**src/rtl/piso_pkg.sv**
```systemverilog
`default_nettype none
// ============================================================================
//  Module      : piso_pkg
//  Description : Shared types and constants for the PISO frame controller:
//                FSM state encoding, default frame geometry and the helper
//                that sizes the bit counter.
//  Revision    : 1.0 - initial release
// ============================================================================
package piso_pkg;

    typedef enum logic [1:0] {
        ST_IDLE  = 2'd0,
        ST_SHIFT = 2'd1,
        ST_GAP   = 2'd2
    } state_t;

    localparam int c_DEF_WIDTH = 4;
    localparam int c_DEF_GAP   = 0;
    localparam int c_GAP_CNT_W = 4;   // holds 0..15 idle cycles

    // Bit counter width; never narrower than one bit.
    function automatic int cnt_w(input int width);
        return (width <= 2) ? 1 : $clog2(width);
    endfunction

endpackage
`default_nettype wire

```
**src/rtl/d_ff.sv**
```systemverilog
`default_nettype none
// ============================================================================
//  Module      : d_ff
//  Description : Single-bit storage cell with synchronous active-low clear,
//                synchronous set and load enable. Clear beats set beats load.
//  Ports       : clk   - clock, rising edge
//                rst   - synchronous clear, active-low
//                i_set - force q to 1
//                i_en  - load i_d
//                i_d   - data in
//                o_q   - stored bit
//  Revision    : 1.0 - initial release
// ============================================================================
module d_ff (
    input  logic clk,
    input  logic rst,
    input  logic i_set,
    input  logic i_en,
    input  logic i_d,
    output logic o_q
);

    logic r_q;

    always_ff @(posedge clk) begin
        if (!rst) begin
            r_q <= 1'b0;
        end else if (i_set) begin
            r_q <= 1'b1;
        end else if (i_en) begin
            r_q <= i_d;
        end
    end

    assign o_q = r_q;

endmodule
`default_nettype wire

```
**src/rtl/piso_shift_core.sv**
```systemverilog
`default_nettype none
// ============================================================================
//  Module      : piso_shift_core
//  Description : WIDTH-bit parallel-load shift register built from d_ff cells.
//                The head bit is presented on o_ser_out; each shift moves the
//                next bit into the head position and fills with zero.
//  Ports       : clk        - clock, rising edge
//                rst        - synchronous clear, active-low
//                i_load     - load i_d (wins over i_shift_en)
//                i_shift_en - advance by one bit
//                i_d        - parallel word
//                o_ser_out  - current head bit
//  Revision    : 1.0 - initial release
// ============================================================================
module piso_shift_core
    import piso_pkg::*;
#(
    parameter int WIDTH     = c_DEF_WIDTH,
    parameter int MSB_FIRST = 0
) (
    input  logic             clk,
    input  logic             rst,
    input  logic             i_load,
    input  logic             i_shift_en,
    input  logic [WIDTH-1:0] i_d,
    output logic             o_ser_out
);

    logic [WIDTH-1:0] w_q;
    logic [WIDTH-1:0] w_shift;
    logic [WIDTH-1:0] w_nxt;
    logic             w_en;

    // MSB-first drains from the top, so bits move upward; LSB-first drains
    // from bit 0, so bits move downward.
    assign w_shift = (MSB_FIRST != 0) ? {w_q[WIDTH-2:0], 1'b0}
                                      : {1'b0, w_q[WIDTH-1:1]};
    assign w_nxt   = i_load ? i_d : w_shift;
    assign w_en    = i_load | i_shift_en;

    generate
        for (genvar gi = 0; gi < WIDTH; gi++) begin : g_bit
            d_ff u_ff (
                .clk   (clk),
                .rst   (rst),
                .i_set (1'b0),
                .i_en  (w_en),
                .i_d   (w_nxt[gi]),
                .o_q   (w_q[gi])
            );
        end
    endgenerate

    assign o_ser_out = (MSB_FIRST != 0) ? w_q[WIDTH-1] : w_q[0];

endmodule
`default_nettype wire

```
**src/rtl/piso_frame_ctrl.sv**
```systemverilog
`default_nettype none
// ============================================================================
//  Module      : piso_frame_ctrl
//  Description : Sequencer for the parallel-in/serial-out path. Accepts one
//                word per valid/ready handshake, shifts it out one bit per
//                clock with frame_start/done markers, then optionally idles
//                GAP cycles before the next frame.
//  Ports       : clk           - clock, rising edge
//                rst           - synchronous reset, active-low
//                i_in_valid    - producer offers i_in_data
//                i_in_data     - parallel word (WIDTH bits)
//                o_in_ready    - word can be accepted this cycle
//                o_ser_out     - serial bit, meaningful while o_ser_valid
//                o_ser_valid   - o_ser_out carries a frame bit
//                o_frame_start - pulse with the first bit of a frame
//                o_done        - pulse with the last bit of a frame
//                o_busy        - in SHIFT or GAP
//  Revision    : 1.0 - initial release
// ============================================================================
module piso_frame_ctrl
    import piso_pkg::*;
#(
    parameter int WIDTH     = c_DEF_WIDTH,
    parameter int MSB_FIRST = 0,
    parameter int GAP       = c_DEF_GAP
) (
    input  logic             clk,
    input  logic             rst,
    input  logic             i_in_valid,
    input  logic [WIDTH-1:0] i_in_data,
    output logic             o_in_ready,
    output logic             o_ser_out,
    output logic             o_ser_valid,
    output logic             o_frame_start,
    output logic             o_done,
    output logic             o_busy
);

    localparam int                     c_CNT_W    = cnt_w(WIDTH);
    localparam logic [c_CNT_W-1:0]     c_CNT_LAST = c_CNT_W'(WIDTH - 1);
    localparam logic [c_GAP_CNT_W-1:0] c_GAP_LAST = c_GAP_CNT_W'((GAP > 0) ? GAP - 1 : 0);

    state_t                 r_state;
    logic [c_CNT_W-1:0]     r_cnt;
    logic [c_GAP_CNT_W-1:0] r_gcnt;

    state_t                 w_state_nxt;
    logic [c_CNT_W-1:0]     w_cnt_nxt;
    logic [c_GAP_CNT_W-1:0] w_gcnt_nxt;
    logic                   w_load;
    logic                   w_shift_en;
    logic                   w_in_ready;
    logic                   w_accept;
    logic                   w_cnt_last;
    logic                   w_gap_last;
    logic                   w_shifting;

    assign w_cnt_last = (r_cnt == c_CNT_LAST);
    assign w_gap_last = (r_gcnt == c_GAP_LAST);
    assign w_shifting = (r_state == ST_SHIFT);

    // Ready is a pure decode of registered state; rst gating makes a word
    // offered during reset impossible to accept.
    assign w_in_ready = rst & ((r_state == ST_IDLE) |
                               (w_shifting & w_cnt_last & (GAP == 0)));
    assign w_accept   = i_in_valid & w_in_ready;

    always_ff @(posedge clk) begin
        if (!rst) begin
            r_state <= ST_IDLE;
            r_cnt   <= '0;
            r_gcnt  <= '0;
        end else begin
            r_state <= w_state_nxt;
            r_cnt   <= w_cnt_nxt;
            r_gcnt  <= w_gcnt_nxt;
        end
    end

    always_comb begin
        w_state_nxt = r_state;
        w_cnt_nxt   = r_cnt;
        w_gcnt_nxt  = r_gcnt;
        w_load      = 1'b0;
        w_shift_en  = 1'b0;
        case (r_state)
            ST_IDLE: begin
                if (w_accept) begin
                    w_load      = 1'b1;
                    w_cnt_nxt   = '0;
                    w_state_nxt = ST_SHIFT;
                end
            end
            ST_SHIFT: begin
                w_shift_en = 1'b1;
                if (w_cnt_last) begin
                    w_cnt_nxt = '0;
                    if (GAP > 0) begin
                        w_gcnt_nxt  = '0;
                        w_state_nxt = ST_GAP;
                    end else if (w_accept) begin
                        // Back-to-back: reload replaces the final shift.
                        w_load      = 1'b1;
                        w_state_nxt = ST_SHIFT;
                    end else begin
                        w_state_nxt = ST_IDLE;
                    end
                end else begin
                    w_cnt_nxt = r_cnt + c_CNT_W'(1);
                end
            end
            ST_GAP: begin
                if (w_gap_last) begin
                    w_state_nxt = ST_IDLE;
                end else begin
                    w_gcnt_nxt = r_gcnt + c_GAP_CNT_W'(1);
                end
            end
            default: begin
                w_state_nxt = ST_IDLE;
            end
        endcase
    end

    piso_shift_core #(
        .WIDTH     (WIDTH),
        .MSB_FIRST (MSB_FIRST)
    ) u_core (
        .clk        (clk),
        .rst        (rst),
        .i_load     (w_load),
        .i_shift_en (w_shift_en),
        .i_d        (i_in_data),
        .o_ser_out  (o_ser_out)
    );

    assign o_in_ready    = w_in_ready;
    assign o_ser_valid   = rst & w_shifting;
    assign o_frame_start = rst & w_shifting & (r_cnt == '0);
    assign o_done        = rst & w_shifting & w_cnt_last;
    assign o_busy        = rst & (r_state != ST_IDLE);

endmodule
`default_nettype wire

```
**config.mk**
```make
export PLATFORM = sky130hd
export DESIGN_NAME = piso_frame_ctrl
export DESIGN_NICKNAME = d
export VERILOG_FILES = /design/src/rtl/piso_pkg.sv /design/src/rtl/d_ff.sv /design/src/rtl/piso_shift_core.sv /design/src/rtl/piso_frame_ctrl.sv
export SDC_FILE = /design/constraint.sdc
export NUM_CORES = 1
export LEC_CHECK = 0
export ABC_AREA = 0
export BUFFER_PORTS_ARGS = -buffer_cell sky130_fd_sc_hd__buf_2
export CAP_MARGIN = 25
export CORE_AREA = 10 10 47 49
export DETAILED_ROUTE_END_ITERATION = 10
export DIE_AREA = 0 0 57 59
export PLACE_DENSITY = 0.53
export SYNTH_ARGS = -nofsm -noshare
export SYNTH_HDL_FRONTEND = slang
export SYNTH_SLANG_ARGS = --single-unit
```
**constraint.sdc**
```tcl
create_clock -name clk -period 1.92 [get_ports clk]
set_clock_uncertainty 0.05 [all_clocks]
set_input_delay 0.192 -clock clk [delete_from_list [all_inputs] [get_ports clk]]
set_output_delay 0.192 -clock clk [all_outputs]
set_load 0.01 [all_outputs]
```
; After elaboration in Yosys (flattened, before gate mapping)
; Cells that the tools add are included.
[classes]
n_mux = 13
n_eq_ne = 6
bitwise_logic = 10
addsub = 2
reduce_logical = 8
[op_table]
columns = op, count
row1 = two-way mux 2 bit, 5
row2 = bitwise AND 1 bit, 7
row3 = != test 2 bit (second input constant), 3
row4 = case mux 2 bit (3 select lines), 1
row5 = adder 4 x 1 -> 4 bit (second input constant), 1
row6 = == test 2 bit (second input constant), 2
row7 = zero test 2 bit, 2
row8 = zero test 4 bit, 1
row9 = two-way mux 1 bit, 4
row10 = two-way mux 4 bit, 1
row11 = case mux 2 bit (2 select lines), 1
row12 = AND reduction 2 bit, 2
row13 = nonzero test 2 bit, 2
row14 = AND reduction 3 bit, 1
row15 = adder 2 x 1 -> 2 bit (second input constant), 1
row16 = == test 2 x 1 -> 1 bit (second input constant), 1
row17 = bitwise OR 1 bit, 2
row18 = case mux 1 bit (2 select lines), 1
row19 = inverter 1 bit, 1
[totals]
ff_bits = 12
wordCells = 46

; Depth between registers and ports, before layout
; Gate-level depths: netlist of the first run.
[depth]
depth_word = 9
mapped_depth = 4

; Hierarchy
; Synthesis of the first run repeated with hierarchy kept, for this count alone.
[hier_totals]
cells_unflattened = 38
area_unflattened_um2 = 392.9
[by_module_without_submodules]
columns = mod, cells_per_inst, area_each_um2, seq_area_each_um2, n_inst
row1 = piso_frame_ctrl, 20, 186.4, 60.1, 1
row2 = d_ff, 3, 38.8, 20.0, 4
row3 = piso_shift_core, 6, 51.3, 0.0, 1

; Least setup slack after synthesis of the first run
; OpenSTA, ideal clock, no wires.
[synth_path]
path_type = register to register
startpoint = reg r_cnt[0]
endpoint = reg u_core.g_bit[0].u_ff.r_q
path_slack_ns = 0.856
arrival_time_ns = 0.895
setup_ns = 0.119
n_path_buf = 0
period_less_slack_ns = 1.064
path_stages_with_launch = 5
required_time_ns = 1.751
cell_sequence = dfxtp_1 > ha_1 > nor2b_4 > nand2b_1 > a21oi_1
[synth_between]
elab_chain_cells = 9
[synth_rtl]
columns = element, line_no
row1 = "start, declared", piso_frame_ctrl.sv:44  ; logic [c_CNT_W-1:0] r_cnt;
row2 = "start signal, assigned", piso_frame_ctrl.sv:75  ; r_cnt <= w_cnt_nxt;
row3 = == test 2 bit *, piso_frame_ctrl.sv:58  ; assign w_cnt_last = (r_cnt == c_CNT_LAST);
row4 = bitwise AND 1 bit, piso_frame_ctrl.sv:65  ; (w_shifting & w_cnt_last & (GAP == 0)));
row5 = bitwise OR 1 bit, piso_frame_ctrl.sv:64  ; assign w_in_ready = rst & ((r_state == ST_IDLE) |
row6 = bitwise AND 1 bit, piso_frame_ctrl.sv:64
row7 = bitwise AND 1 bit, piso_frame_ctrl.sv:66  ; assign w_accept = i_in_valid & w_in_ready;
row8 = two-way mux 1 bit, "piso_frame_ctrl.sv:88, piso_frame_ctrl.sv:101"
row9 = two-way mux 1 bit, piso_frame_ctrl.sv:96  ; if (w_cnt_last) begin
row10 = case mux 1 bit (2 select lines) *, piso_frame_ctrl.sv:86  ; case (r_state)
row11 = two-way mux 4 bit / bitwise OR 1 bit (equally long branches), "piso_shift_core.sv:38, piso_shift_core.sv:39"
row12 = "end signal, assigned", d_ff.sv:31  ; r_q <= i_d;
row13 = "end, declared", d_ff.sv:23  ; logic r_q;
; Every way passes the cells marked *; elsewhere a longest branch is shown, timed or not.
; A chain may end at the register's enable or synchronous reset.

; Worst setup path after layout of the first run
[layout_path]
startpoint = reg r_state[0]
endpoint = out o_in_ready
[layout_between]
elab_chain_cells = 4
[layout_rtl]
columns = element, line_no
row1 = "start, declared", piso_frame_ctrl.sv:43  ; state_t r_state;
row2 = "start signal, assigned", piso_frame_ctrl.sv:74  ; r_state <= w_state_nxt;
row3 = == test 2 x 1 -> 1 bit, piso_frame_ctrl.sv:60  ; assign w_shifting = (r_state == ST_SHIFT);
row4 = bitwise AND 1 bit, piso_frame_ctrl.sv:65
row5 = bitwise OR 1 bit *, piso_frame_ctrl.sv:64
row6 = bitwise AND 1 bit *, piso_frame_ctrl.sv:64
row7 = "end, declared", piso_frame_ctrl.sv:31  ; output logic o_in_ready,
; Marks and branches as above.

==> results of run 1 <==
[power groups by stage]
| stage | clock network, uW | registers [uW] | logic (uW) |
|---|---|---|---|
| after detailed placement | 0 | 168 | 55.1 |
| after floorplan | 0 | 164 | 46.1 |
| after global placement | 0 | 168 | 54.7 |
| after CTS | 135 | 165 | 55.3 |
| after global routing | 140 | 166 | 61.0 |
| final | 129 | 165 | 53.8 |
[synthesized netlist by cell type]
library cell / n
nor2b_4: 1
and2_2: 1
ha_1: 2
o21a_1: 1
buf_6: 2
o21ai_1: 2
and2_1: 1
nor2b_1: 3
mux2i_1: 4
nand3_1: 1
a21oi_1: 5
clkbuf_1: 1
inv_1: 2
o21ai_0: 2
dfxtp_1: 7
nand2b_1: 4
buf_4: 1
and3_2: 2
nor3b_1: 2
[state kept, by name (all words and copies together) (netlist names)]
register / count
u_core.g_bit.u_ff.o_q: 4
r_cnt: 2
r_state: 1
[layer usage]
metal	share of wire (%)	track usage [%]	vias to the layer above
li1	-	-	170
met1	52	5.707	138
met2	35	4.651	13
met3	9.2	2.575	4
met4	3.0	6.040	0
met5	0	0	-
[path summary, 6_finish.rpt]
check	from	slack, ns	depth (start not counted)	endpoint
min	rst	0.20	2	r_state[0]$_SDFFE_PN0P_
max reg2reg	r_state[0]$_SDFFE_PN0P_	0.70	3	u_core.g_bit[2].u_ff.o_q$_SDFFE_PN0P_
min reg2reg	u_core.g_bit[0].u_ff.o_q$_SDFFE_PN0P_	0.50	2	u_core.g_bit[0].u_ff.o_q$_SDFFE_PN0P_
max	r_state[0]$_SDFFE_PN0P_	0.41	3	o_in_ready
[logic make-up after synthesis]
family	Yosys count	synth area share (%)
adder cells (fa/ha/maj)	2	6.172
AO/OA/AOI/OAI	10	12.96
flip-flops	7	34.57
AND/OR/NAND/NOR	15	26.23
buffers and inverters	6	10.19
multiplexers	4	9.877
[metrics by stage]
step	hold slack (ns)	setup WS (ns)	cell area (sq um)	power, uW
3_3_place_gp	0.4646	0.6966	451.7	222.3
6_report	0.2044	0.4114	478.0	347.7
5_1_grt	0.2237	0.3038	478.0	366.9
2_1_floorplan	0.3821	0.8561	405.4	210.0
4_1_cts	0.1998	0.3924	478.0	354.7
3_5_place_dp	0.4622	0.6718	451.7	222.7
[area by class of cell]
cell class / count / area (sq um)
clock buffers: 4 / 26.28
fillers: 165 / 923.4
multi-input cells: 31 / 224.0
repair buffers: 12 / 60.06
flip-flops and latches: 7 / 140.1
well taps: 16 / 20.02
inverters: 2 / 7.507
[worst max-delay path: stages (launching register included)]
cell,delay [ns]
dfxtp_1,0.53
nor2b_4,0.28
nor2b_1,0.06
buf_2,0.14
==> results.toml, run 1 <==
[status]
status = "finished, final reports clean"

[global_route]
antenna_found_initial = 0
grt_usage_pct = 4.669
grt_pass1_vias = 285
grt_remaining_overflow = 0
grt_max_degree = 12
grt_pass1_wl_um = 1159

[detailed_routing]
drt_iter0_drc = 1
routedWlPerCell_um = 10.56
dr.pass1.iters = 2
drcViolationCount = 0
drt-total-wl_um = 760
antenna_left = 0
vias = 325
vias_per_cell = 4.514

[hold_path]
hold_path.class = "in -> reg"

[synth]
netlist_top_cells_area = "dfxtp_1, mux2i_1, a21oi_1"
synth_top_area_share_pct = 34.57
ys_types = 19
yosysWarnings = 0
syn_avg_cell_area_sq_um = 9.213
yosysSeqAreaShare_pct = 34.57
synthCells = 44
syn_area_sq_um = 405.4
syn-num-nets = 53
synth_seq_cells = 7
synth_top_cell_by_area = "dfxtp_1"

[sta]
post-route-period-util_pct = 78.57
slew_headroom_pct = 75.41
worstMarginPinSlew_ns = 0.3683
setup_violations = 0
period_minus_slack_ns = 1.509
timing.fmax_ghz = 0.6629
hold_viol = 0
rsz0062_at_grt = "no"
setup_tns_ns = 0
drv_slew = 0

[power_and_ir_drop]
p_int_uw = 263.2
pwr-share-seq_pct = 47.4
combPwrFrac_pct = 15.5
peakVddDrop_mv = 0.3326
power_switching_uw = 84.51
clkPwrFrac_pct = 37.2
p_leak_uw = 0.0002197
p_per_area_nw_per_um2 = 727.5
swShare_pct = 24.30

[clock_network]
clk_pin_slew_ns = 0.05
clock_sinks = 7
cts-htree-levels = 1
cts_resized = 0
clk-insertion-delay-late_ns = 0.25
root_buffer = "clkbuf_4"
cts.path.max_buffers = 2
cts_tree = "done"
cts_setup_buffers = 0
hold_buffers = 0
numCtsBuffers = 3

[die]
fp.dieH_um = 59
die-area_sq_um = 3363
num_rows = 14
io_pins = 13
start_util_pct = 28.93
core_sq_um = 1401
fp.dieW_um = 57

[place]
hpwl_um = 607.1
port_buffers = 12
place_congestion = 0.6928
dp_cells = 68

[layout]
n_antenna_cell = 0
mostFrequentLayoutCells = "buf_2, dfxtp_1, a21oi_1"
drive_gt1_share_pct = 33.93
fin_util_pct = 34.11
layout_commonest_cell = "buf_2"
fin_cells = 72
nNetsFinal = 66
syn_to_final_growth_pct = 17.90

[critical_path]
crit_required_ns = 1.68
crit_arrival_ns = 1.27
worstSetupPathType = "reg -> out"
cp-start-kind = "register"
cp-end-kind = "output pin"
path_max_fanout = 11

[job]
drv_cap = 0
Note: power is estimated with default switching activity, not from simulation.
==> run 2: changes to the inputs <==
ABC_AREA = 1   (was 0)
clock period = 1.31 ns   (was 1.92 ns; I/O delays follow)
==> results.toml, run 2 <==
[critical_path]
cp-end-kind = "output pin"
crit_required_ns = 1.13
r2r_cells = 8
crit_arrival_ns = 1.12
cp-start-kind = "register"
path_max_fanout = 2
worstSetupPathType = "reg -> out"

[synth]
async_flop_share_pct = 0
synthCells = 53
synth_top_area_share_pct = 36.60
synthMostInstantiatedCell = "nand3_1"
synth_edf_count = 0
synth_seq_cells = 7
yosysWarnings = 0
yosysSeqAreaShare_pct = 36.60
syn-num-nets = 62
ys_types = 12
syn_area_sq_um = 382.9
synthFlopType = "dfxtp_1"
syn_avg_cell_area_sq_um = 7.224
synth_top_cell_by_area = "dfxtp_1"
netlist_top_cells_area = "dfxtp_1, nand3_1, inv_1"
synthTopCellsByCount = "nand3_1, inv_1, nand2_1, dfxtp_1, a21oi_1"

[detailed_routing]
dr.pass1.iters = 4
antenna_left = 0
drt_iter0_drc = 8
vias_per_cell = 4.682
routedWlPerCell_um = 11.75
drcViolationCount = 0
vias = 398
drt-total-wl_um = 999

[sta]
hold_viol = 0
fin_hold_ws_ns = 0.1104
drv_slew = 0
timing.fmax_ghz = 0.7670
post-route-period-util_pct = 99.52
slew_headroom_pct = 87.43
period_minus_slack_ns = 1.304
setup_violations = 0
worstMarginPinSlew_ns = 0.1886
rsz0062_at_grt = "yes"

[global_route]
grt_pass1_vias = 384
grt_usage_pct = 6.508
grt_pass1_wl_um = 1662
grt_remaining_overflow = 0
grt_max_degree = 10
antenna_found_initial = 0

[die]
io_pins = 13
fp.dieW_um = 57
fp.dieH_um = 59
core_sq_um = 1401
start_util_pct = 27.32
num_rows = 14
die-area_sq_um = 3363

[layout]
n_antenna_cell = 0
nNetsFinal = 79
drive_gt1_share_pct = 47.83
layout_commonest_cell = "nand3_1"
mostFrequentLayoutCells = "nand3_1, buf_2, nand2_1"
largest_register_ffs = 4
stdcell_area_sq_um = 551.8
syn_to_final_growth_pct = 44.12

[clock_network]
numCtsBuffers = 3
cts.path.max_buffers = 2
hold_buffers = 0
clk-insertion-delay-late_ns = 0.26
cts_tree = "done"
root_buffer = "clkbuf_4"
cts-htree-levels = 1
clock_sinks = 7
clk_pin_slew_ns = 0.06

[place]
hpwl_um = 734.1
place_congestion = 0.7380
port_buffers = 12
post_dp_cell_area_sq_um = 462.9

[power_and_ir_drop]
peakVddDrop_mv = 0.6232
p_per_area_nw_per_um2 = 985.7
p_leak_uw = 0.0002734

[hold_path]
holdPathStages = 3
hold_path.class = "in -> reg"

[status]
status = "finished, final reports clean"

[job]
drv_cap = 0
-- run 2: changes by cell type after synthesis, moves of 3 or more --
cell      before  now
nand2b_1       4    0
nor2b_1        3    0
mux2i_1        4    0
nand3_1        1   14
nand2_1        0    8
inv_1          2    8
-- run 2: worst max-delay path, cell delays in order (launching register included) --
cell,delay [ns]
dfxtp_4,0.35
buf_6,0.12
inv_4,0.05
ha_4,0.11
inv_2,0.02
nor2_1,0.08
buf_2,0.13
-- run 2: kinds of logic (layout without fill, tap and decap cells) --
kind of cell,count (synthesis),in the layout,synth area share (%)
buffers and inverters,12,28,13.73
flip-flops,7,7,36.60
AO/OA/AOI/OAI,5,5,6.535
AND/OR/NAND/NOR,27,27,36.60
adder cells (fa/ha/maj),2,2,6.535
-- run 2: per-stage QoR --
stage          instances  total power, uW  setup TNS, ns  setup slack (ns)  utilization, %
5_1_grt               85            580.8       -0.08543          -0.04954           39.38
6_report              85            543.9              0          0.006295           39.38
2_1_floorplan         53            294.5              0           0.08934               -
3_3_place_gp          81            323.5              0           0.05277           33.04
4_1_cts               85            540.3              0          0.003123           36.25
3_5_place_dp          81            324.6              0           0.05204           33.04
-- run 2: area by class of cell --
type                    count  area [sq um]
clock buffers               3         22.52
clock inverters             1         5.005
fillers                   161         849.6
inverters                  10         40.04
multi-input cells          34         230.2
flip-flops and latches      7         148.9
well taps                  16         20.02
repair buffers             14         85.08
-- run 2: what timing repair did --
action                                  in CTS  in global routing
gates resized for setup                      8                 10
endpoints found under the setup margin       2                 11
pin swaps                                    4                  1
setup buffers                                2                  0
-- run 2: path summary, 6_finish.rpt --
kind | from | endpoint | slack [ns]
hold reg to reg | r_cnt[0]$_SDFFE_PN0P_ | r_cnt[0]$_SDFFE_PN0P_ | 0.42
hold / removal | i_in_data[3] | u_core.g_bit[3].u_ff.o_q$_SDFFE_PN0P_ | 0.11
setup reg to reg | r_state[0]$_SDFFE_PN0P_ | u_core.g_bit[1].u_ff.o_q$_SDFFE_PN0P_ | 0.11
setup / recovery | r_cnt[1]$_SDFFE_PN0P_ | o_frame_start | 0.006
-- run 2: report_power, final --
part           total [uW]  switching, uW  leakage (uW)  internal, uW
sequential            237           12.7     0.0000590           224
clock                 205           92.9     0.0000177           112
combinational         102           56.7      0.000197          45.2
total                 544            162      0.000273           382
-- run 2: per-layer routing --
layer	vias up	share of wire, %	GRT usage [%]	wire (um)
met1	175	44	6.963	439
met5	-	0	0	0
met2	17	43	8.217	426
met3	4	9.4	3.863	94
met4	0	3.8	7.047	38
li1	202	-	-	-
==> run 3: changes to the inputs <==
CTS_BUF_LIST = sky130_fd_sc_hd__clkbuf_8   (was unset)
SKIP_CTS_REPAIR_TIMING = 1   (was unset)
==> results.toml, run 3 (same netlist as run 2, synthesis figures left out) <==
[status]
status = "complete, but fails checks"
failed_checks = "setup timing"

[global_route]
grt_pass1_vias = 391
grt_max_degree = 10
antenna_found_initial = 0
grt_usage_pct = 6.375
grt_remaining_overflow = 0
grt_pass1_wl_um = 1656

[clock_network]
clock_sinks = 7
root_buffer = "clkbuf_8"
clk-insertion-delay-late_ns = 0.23
numCtsBuffers = 3
clk_pin_slew_ns = 0.04
cts-htree-levels = 1
cts_tree = "done"
cts.path.max_buffers = 2

[layout]
layout_commonest_cell = "nand3_1"
fillers = 151
nNetsFinal = 80
stdcell_area_sq_um = 570.5
mostFrequentLayoutCells = "nand3_1, buf_2, nand2_1"
register_area_sq_um = 145.1
syn_to_final_growth_pct = 49.02
n_antenna_cell = 0
largest_register_ffs = 4
drive_gt1_share_pct = 41.43
multi_input_area_sq_um = 232.7

[job]
drv_cap = 0

[sta]
post-route-period-util_pct = 100.0
setup_tns_ns = -0.0005600
timing.fmax_ghz = 0.7630
period_minus_slack_ns = 1.311
hold_viol = 0
setup_violations = 1
worstMarginPinSlew_ns = 0.2198
drv_slew = 0
rsz0062_at_grt = "yes"
setup_slack_ns = -0.0005600
slew_headroom_pct = 85.33

[detailed_routing]
vias_per_cell = 4.616
drcViolationCount = 0
drt-total-wl_um = 977
dr.pass1.iters = 4
vias = 397
antenna_left = 0
drt_iter0_drc = 15
routedWlPerCell_um = 11.36

[die]
fp.dieW_um = 57
io_pins = 13
num_rows = 14
die-area_sq_um = 3363
core_sq_um = 1401
fp.dieH_um = 59
start_util_pct = 27.32

[critical_path]
r2r_cells = 8
path_max_fanout = 5
worstSetupPathType = "reg -> out"
rr_endpoint = "u_core.g_bit[0].u_ff.o_q$_SDFFE_PN0P_"
cp-start-kind = "register"
crit_required_ns = 1.13
r2r_slack_ns = 0.09
crit_arrival_ns = 1.13
r2r-start = "r_cnt[1]$_SDFFE_PN0P_"
cp-end-kind = "output pin"

[power_and_ir_drop]
combPwrFrac_pct = 15.8
swShare_pct = 25.93
peakVddDrop_mv = 0.5498
clkPwrFrac_pct = 47.4
power_switching_uw = 166.4
power_uw = 641.6
p_per_area_nw_per_um2 = 1125
p_int_uw = 475.2
p_leak_uw = 0.0002840
pwr-share-seq_pct = 36.8

[place]
post_dp_cell_area_sq_um = 462.9
port_buffers = 12
place_congestion = 0.7380
hpwl_um = 734.1

[hold_path]
min_to = "u_core.g_bit[3].u_ff.o_q$_SDFFE_PN0P_"
hold_start = "i_in_data[3]"
hold_path.class = "in -> reg"
holdPathStages = 3
-- run 3: how the worst max path moves through the flow --
stage                                     start                                    end  slack [ns]  depth (start not counted)
after floorplan           r_cnt[0]$_SDFFE_PN0P_  u_core.g_bit[0].u_ff.o_q$_SDFFE_PN0P_        0.09                          8
after global placement    r_cnt[1]$_SDFFE_PN0P_  u_core.g_bit[1].u_ff.o_q$_SDFFE_PN0P_        0.05                          8
after detailed placement  r_cnt[1]$_SDFFE_PN0P_  u_core.g_bit[1].u_ff.o_q$_SDFFE_PN0P_        0.05                          8
after CTS                 r_cnt[1]$_SDFFE_PN0P_                             o_in_ready       -0.08                          5
after global routing      r_cnt[1]$_SDFFE_PN0P_                             o_in_ready       -0.05                          5
final                     r_cnt[1]$_SDFFE_PN0P_                             o_in_ready     -0.0006                          5
-- run 3: routing by layer --
layer	track usage, %	routed length (um)	vias up
met5	0	0	-
met4	6.040	10	0
met3	3.863	92	2
met2	8.527	434	13
met1	6.715	439	177
li1	-	-	205
-- run 3: power by group through the flow --
stage	Sequential, uW	Clock [uW]	Combinational, uW
CTS	235	317	86.2
global placement	239	0	84.9
detailed placement	239	0	85.9
floorplan	238	0	56.4
global route	238	328	116
finish	236	304	102
-- run 3: metrics by stage --
stage	setup WS, ns	utilization [%]	hold WS [ns]	cells
final	-0.0005600	40.71	0.1524	86
after global routing	-0.05233	40.71	0.1758	86
after CTS	-0.07919	36.34	0.1479	85
after detailed placement	0.05204	33.04	0.3901	81
after global placement	0.05277	33.04	0.3608	81
after floorplan	0.08934	-	0.2437	53
-- run 3: area by class of cell --
cell class | count | share of cell area, %
Clock inverter | 1 | 0.8772
Clock buffer | 3 | 7.237
Multi-Input combinational cell | 35 | 40.79
Sequential cell | 7 | 25.44
Timing Repair Buffer | 14 | 15.57
Tap cell | 16 | 3.509
Inverter | 10 | 6.579
-- run 3: critical path, cell delays in order, from the launching register on --
cell,delay [ns]
dfxtp_4,0.35
ha_4,0.16
buf_6,0.11
nor2_4,0.10
nor2_4,0.07
buf_6,0.12
